`config.mk`:
```
export PLATFORM = sky130hd
export DESIGN_NAME = vec_lane_array
export DESIGN_NICKNAME = d
export VERILOG_FILES = /design/src/rtl/vec_lane_array.sv
export SDC_FILE = /design/constraint.sdc
export NUM_CORES = 1
export LEC_CHECK = 0
export BUFFER_PORTS_ARGS = -buffer_cell sky130_fd_sc_hd__buf_2
export CAP_MARGIN = 20
export CORE_UTILIZATION = 35
export CTS_BUF_LIST = sky130_fd_sc_hd__clkbuf_4 sky130_fd_sc_hd__clkbuf_8
export DETAILED_ROUTE_END_ITERATION = 12
export GPL_TIMING_DRIVEN = 0
export PLACE_DENSITY = 0.64
export REMOVE_ABC_BUFFERS = 1
export SYNTH_ARGS = -nofsm -noshare
export SYNTH_HDL_FRONTEND = slang
export SYNTH_SLANG_ARGS = --single-unit
```
`constraint.sdc`:
```
create_clock -name clk -period 5.37 [get_ports clk]
set_input_delay 1.074 -clock clk [delete_from_list [all_inputs] [get_ports clk]]
set_output_delay 1.074 -clock clk [all_outputs]
set_load 0.1 [all_outputs]
```
`src/rtl/vec_lane_array.sv`:
```
// Multi-cycle vector execution unit: strip-mines a VLEN-element vector over LANES lanes,
// one pass per clock, with per-element masking, saturating add, flush and valid/ready handshakes.
module vec_lane_array #(
  parameter int LANES  = 4,
  parameter int ELEM_W = 8,
  parameter int VLEN   = 8
) (
  input  logic                       clk,
  input  logic                       reset,
  input  logic                       flush,
  input  logic                       in_valid,
  output logic                       in_ready,
  input  logic [3:0]                 in_op,
  input  logic [ELEM_W-1:0]          in_imm,
  input  logic [$clog2(ELEM_W)-1:0]  in_shamt,
  input  logic [VLEN*ELEM_W-1:0]     in_vs,
  input  logic [VLEN*ELEM_W-1:0]     in_vt,
  input  logic [VLEN*ELEM_W-1:0]     in_vd,
  input  logic [VLEN-1:0]            in_mask,
  input  logic [4:0]                 in_dst,
  output logic                       out_valid,
  input  logic                       out_ready,
  output logic [VLEN*ELEM_W-1:0]     out_data,
  output logic [4:0]                 out_dst,
  output logic                       out_illegal,
  output logic                       busy
);

  localparam int PASSES = VLEN / LANES;
  localparam int SHW    = $clog2(ELEM_W);
  localparam int VW     = VLEN * ELEM_W;
  localparam int PW     = (PASSES > 1) ? $clog2(PASSES) : 1;
  localparam logic [PW-1:0] LAST_PASS = PW'(PASSES - 1);

  typedef enum logic [1:0] {IDLE, EXEC, DONE} state_t;

  state_t              state_q, state_d;
  logic [PW-1:0]       pass_q, pass_d;
  logic [VW-1:0]       work_q, work_d;
  logic [VW-1:0]       outData_q, outData_d;
  logic                outIllegal_q, outIllegal_d;
  logic [3:0]          op_q;
  logic [ELEM_W-1:0]   imm_q;
  logic [SHW-1:0]      shamt_q;
  logic [VW-1:0]       vs_q, vt_q, vd_q;
  logic [VLEN-1:0]     mask_q;
  logic [4:0]          dst_q;
  logic                accept;
  logic                opIllegal;

  logic [LANES-1:0][ELEM_W-1:0] laneA, laneB, laneVd, laneRes;
  logic [LANES-1:0]             laneMask;

  function automatic logic [ELEM_W-1:0] elemOp(
    input logic [3:0]        op,
    input logic [ELEM_W-1:0] a,
    input logic [ELEM_W-1:0] b,
    input logic [ELEM_W-1:0] imm,
    input logic [SHW-1:0]    sh
  );
    logic [ELEM_W:0]   sum;
    logic [ELEM_W-1:0] r;
    sum = {1'b0, a} + {1'b0, b};
    case (op)
      4'd0:    r = sum[ELEM_W-1:0];
      4'd1:    r = a - b;
      4'd2:    r = a & b;
      4'd3:    r = a | b;
      4'd4:    r = a ^ b;
      4'd5:    r = a << sh;
      4'd6:    r = a >> sh;
      4'd7:    r = a + imm;
      4'd8:    r = sum[ELEM_W] ? {ELEM_W{1'b1}} : sum[ELEM_W-1:0];
      default: r = a;
    endcase
    return r;
  endfunction

  assign opIllegal   = (op_q > 4'd8);
  assign accept      = in_valid && in_ready;
  assign out_data    = outData_q;
  assign out_dst     = dst_q;
  assign out_illegal = outIllegal_q;

  // Each lane picks the element of the current pass, so only LANES ALUs exist
  always_comb begin
    laneA    = '0;
    laneB    = '0;
    laneVd   = '0;
    laneMask = '0;
    laneRes  = '0;
    for (int l = 0; l < LANES; l++) begin
      for (int p = 0; p < PASSES; p++) begin
        if (pass_q == PW'(p)) begin
          laneA[l]    = vs_q[(p*LANES+l)*ELEM_W +: ELEM_W];
          laneB[l]    = vt_q[(p*LANES+l)*ELEM_W +: ELEM_W];
          laneVd[l]   = vd_q[(p*LANES+l)*ELEM_W +: ELEM_W];
          laneMask[l] = mask_q[p*LANES+l];
        end
      end
      laneRes[l] = (opIllegal || !laneMask[l]) ? laneVd[l]
                 : elemOp(op_q, laneA[l], laneB[l], imm_q, shamt_q);
    end
  end

  always_comb begin
    state_d      = state_q;
    pass_d       = pass_q;
    work_d       = work_q;
    outData_d    = outData_q;
    outIllegal_d = outIllegal_q;
    in_ready     = 1'b0;
    out_valid    = 1'b0;
    busy         = 1'b0;
    case (state_q)
      IDLE: begin
        in_ready = !flush;
        if (in_valid && !flush) begin
          state_d = EXEC;
          pass_d  = '0;
        end
      end
      EXEC: begin
        busy = 1'b1;
        for (int l = 0; l < LANES; l++) begin
          for (int p = 0; p < PASSES; p++) begin
            if (pass_q == PW'(p)) begin
              work_d[(p*LANES+l)*ELEM_W +: ELEM_W] = laneRes[l];
            end
          end
        end
        if (pass_q == LAST_PASS) begin
          state_d      = DONE;
          pass_d       = '0;
          outData_d    = work_d;
          outIllegal_d = opIllegal;
        end else begin
          pass_d = pass_q + PW'(1);
        end
      end
      DONE: begin
        busy      = 1'b1;
        out_valid = 1'b1;
        if (out_ready) begin
          state_d      = IDLE;
          outIllegal_d = 1'b0;
        end
      end
      default: state_d = IDLE;
    endcase
    // Flush overrides any handshake in the same cycle; the visible result is left alone
    if (flush) begin
      state_d      = IDLE;
      pass_d       = '0;
      outIllegal_d = 1'b0;
    end
  end

  always_ff @(posedge clk) begin
    if (reset) begin
      state_q      <= IDLE;
      pass_q       <= '0;
      work_q       <= '0;
      outData_q    <= '0;
      outIllegal_q <= 1'b0;
      op_q         <= '0;
      imm_q        <= '0;
      shamt_q      <= '0;
      vs_q         <= '0;
      vt_q         <= '0;
      vd_q         <= '0;
      mask_q       <= '0;
      dst_q        <= '0;
    end else begin
      state_q      <= state_d;
      pass_q       <= pass_d;
      work_q       <= work_d;
      outData_q    <= outData_d;
      outIllegal_q <= outIllegal_d;
      if (accept) begin
        op_q    <= in_op;
        imm_q   <= in_imm;
        shamt_q <= in_shamt;
        vs_q    <= in_vs;
        vt_q    <= in_vt;
        vd_q    <= in_vd;
        mask_q  <= in_mask;
        dst_q   <= in_dst;
      end
    end
  end

endmodule

```
==> results.yml <==
logic_synthesis:
  async_reset_ff_share_pct: 0
  syn_area_um2: 19810
  yosysMostFrequentCell: "nand2_1"
  synth-compound-area-share_pct: 21.32
  synth_top_family_by_area: "compound AO/OA/AOI/OAI gates"
  synth_area_leaders: "dfxtp_1 (32%), nand2_1 (13%), a21oi_1 (9.0%), ha_1 (6.3%), mux4_2 (4.8%)"
  synthXorXnorAreaFrac_pct: 2.640
  yosys.area_share.adder_pct: 7.124
  yosysTopAreaCellShare_pct: 32.34
  ys_seq_elements: 320
  synth_simple_gate_area_share_pct: 20.82
  synth_cell_types: 87
  syn_inst: 2542
  synth_enable_flop_cells: 0
  synth_common_cells: "nand2_1 (671), a21oi_1 (358), dfxtp_1 (320), clkbuf_1 (139), ha_1 (100)"
  yosysWarnings: 0
  synth-main-ff-cell: "dfxtp_1"
  yosys.area.top_type: "dfxtp_1"
  ys_seq_area_share_pct: 32.34
  avgSynthCellArea_um2: 7.793
  synthMuxAreaShare_pct: 10.18
worst_setup_path:
  slowest_stage: "nor4_1"
  cp-end-kind: "flop"
  max_stage_delay_ns: 0.90
  cp.arrival_ns: 5.63
  critPathMaxFanout: 52
  crit_chain: "buf_16 > mux2i_2 > inv_1 > ha_1 > fa_1 > a21o_1 > a21oi_1 > o21ai_0 > a21oi_1 > nor2_1 > nor4_1 > a2111oi_0"
  reg2reg_from: "pass_q"
  critPathLaunchType: "flop"
  path_common_cell: "a21oi_1"
  cp.required_ns: 5.84
  worstSetupStartpoint: "pass_q"
  critPathKind: "flop to flop"
pwr:
  power.leakage_uw: 0.009458
  p_int_uw: 4306
  power_density_nw_per_um2: 260.6
  ir_drop_v: 0.0001819
  clock_power_share_pct: 40.2
  combPwrFrac_pct: 17.9
  p_switching_uw: 1776
  switching_share_pct: 29.20
  seqPwrFrac_pct: 41.8
sta:
  min_period_over_period_pct: 96.18
  finalCriticalPeriod_ns: 5.165
  fmax_ghz: 0.1936
  rsz0062_at_grt: "true"
  slew_viol_final: 0
  relSlewSlack_pct: 12.97
  tightest_slew_ns: 1.301
  skew_ns: 0.02786
  setup_violations: 0
  hold_violations: 0
  tns_ns: 0
detailed_routing:
  post_drt_wl_per_cell_um: 20.44
  wl_um: 72370
  first_pass_iters: 6
  route.detailed.drc: 0
  dr.first_iter.drc_count: 1562
  ant_nets: 0
  vias: 19476
  vias_per_cell: 5.502
die:
  chipHeight_um: 239.9
  core_area_um2: 55520
  io_pins: 298
  fp.dieW_um: 239.9
  std_cell_rows: 86
  start_util_pct: 35.68
  dieArea_um2: 57560
grt:
  grt.overflow.total: 0
  grt_max_degree: 126
  grt_first_pass_wirelength_um: 108500
  grt_pass1_vias: 18371
  antenna_found_initial: 1
  grt_usage_pct: 24.46
finish:
  drive_gt1_share_pct: 18.88
  final_cells: 3540
  syn2layout_area_growth_pct: 17.80
  layout.nets: 3080
clock_network:
  cts_made_buffers: 55
  root_buffer: "clkbuf_8"
  cts_tree: "built"
  path_clk_slew_ns: 0.06
  clockBufferDepth: 3
  clock-sinks: 320
  cts-htree-levels: 2
  clkLatencyLatePin_ns: 0.65
job:
  cap_viol_max_count: 0
hold_path:
  hold_path_startpoint: "out_data[53]"
  min_path_type: "flop to flop"
placed_design:
  place_hpwl_um: 52450
  port_buffers: 297
  dp_cells: 3436
  routabilityCongestion: 0.9692
run_status:
  outcome: "finished clean"
## power groups by stage
stage,registers [uW],clock network (uW),logic (uW)
global placement,2600,0,1070
floorplan,2590,0,669
CTS,2550,2510,1080
detailed placement,2600,0,1070
finish,2540,2450,1090
global route,2550,2620,1190
## sequential cells by signal, indices dropped and copies added, names as in the netlist, 5 cells and up
signal and count:
out_data 64, vd_q 64, vs_q 64, vt_q 64, work_q 32, imm_q 8
mask_q 8, out_dst 5
## per-layer routing
| layer | up-vias | routed length, um | global-route usage, % |
|---|---|---|---|
| li1 | 9382 | - | - |
| met1 | 9225 | 31640 | 32.40 |
| met2 | 734 | 33220 | 39.85 |
| met3 | 135 | 5449 | 4.684 |
| met4 | 0 | 2056 | 7.875 |
| met5 | - | 0 | 0 |
## critical path, delay by kind of cell (launching register included)
family,cells,cell delay [ns]
AOI/OAI and AO/OA,5,1.21
and+or+nand+nor,2,1.10
adders and majority gates,2,0.79
muxes,1,0.53
buffers and inverters,2,0.48
DFF,1,0.80
## path summary, 6_finish.rpt
| kind | slack, ns | endpoint | cells after the start |
|---|---|---|---|
| worst min register to register | 0.44 | out_data[53] | 2 |
| worst max register to register | 0.21 | out_data[41] | 12 |
| worst min-delay path | 0.44 | out_data[53] | 2 |
| worst max-delay path | 0.21 | out_data[41] | 12 |
## cells by family (layout without fill, tap and decap cells)
| family | after synthesis | in the layout |
|---|---|---|
| xor+xnor | 55 | 55 |
| fa+ha+maj | 108 | 108 |
| buf+inv | 272 | 521 |
| mux | 147 | 147 |
| compound gates | 678 | 678 |
| simple gates | 962 | 962 |
| flops | 320 | 320 |
| other cells | 0 | 1 |
## layout make-up
cell class | instances | area, um2
repair buffers | 326 | 2028
clock buffers | 91 | 1127
fillers | 5747 | 32190
clock inverters | 10 | 110.1
diodes | 1 | 2.502
inverters | 94 | 352.8
multi-input cells | 1950 | 12360
flip-flops and latches | 320 | 6417
well taps | 748 | 935.9
## cells in the final DEF, fill, tap and decap left out, types with 42 or more instances in the layout
master / instances
ha_1: 100
a21oi_1: 358
mux2i_1: 90
inv_1: 91
nand2_1: 668
buf_2: 296
clkbuf_8: 71
mux4_2: 42
o21ai_0: 69
nor2_1: 87
dfxtp_1: 315
## metrics by stage
stage	cell area [um2]	setup WS, ns	total power, uW	util [%]	hold WS (ns)
after CTS	23290	0.02403	6130	41.95	0.4397
final	23340	0.2053	6082	42.03	0.4403
after detailed placement	22050	0.004498	3666	39.72	0.4308
after global placement	21480	-9.608	3671	38.69	0.4286
after floorplan	19060	-3.099	3255	-	0.4227
after global routing	23330	-0.06324	6367	42.03	0.4493
## repair_timing
item / 4_1_cts / 5_1_grt
resized for setup: 1 / 2
gates cloned: 0 / 0
hold buffers: 0 / 0
setup endpoints to repair: 2 / 19
setup buffers: 0 / 1
pin swaps: 0 / 1
No activity file was read; power rests on OpenSTA's default activity.
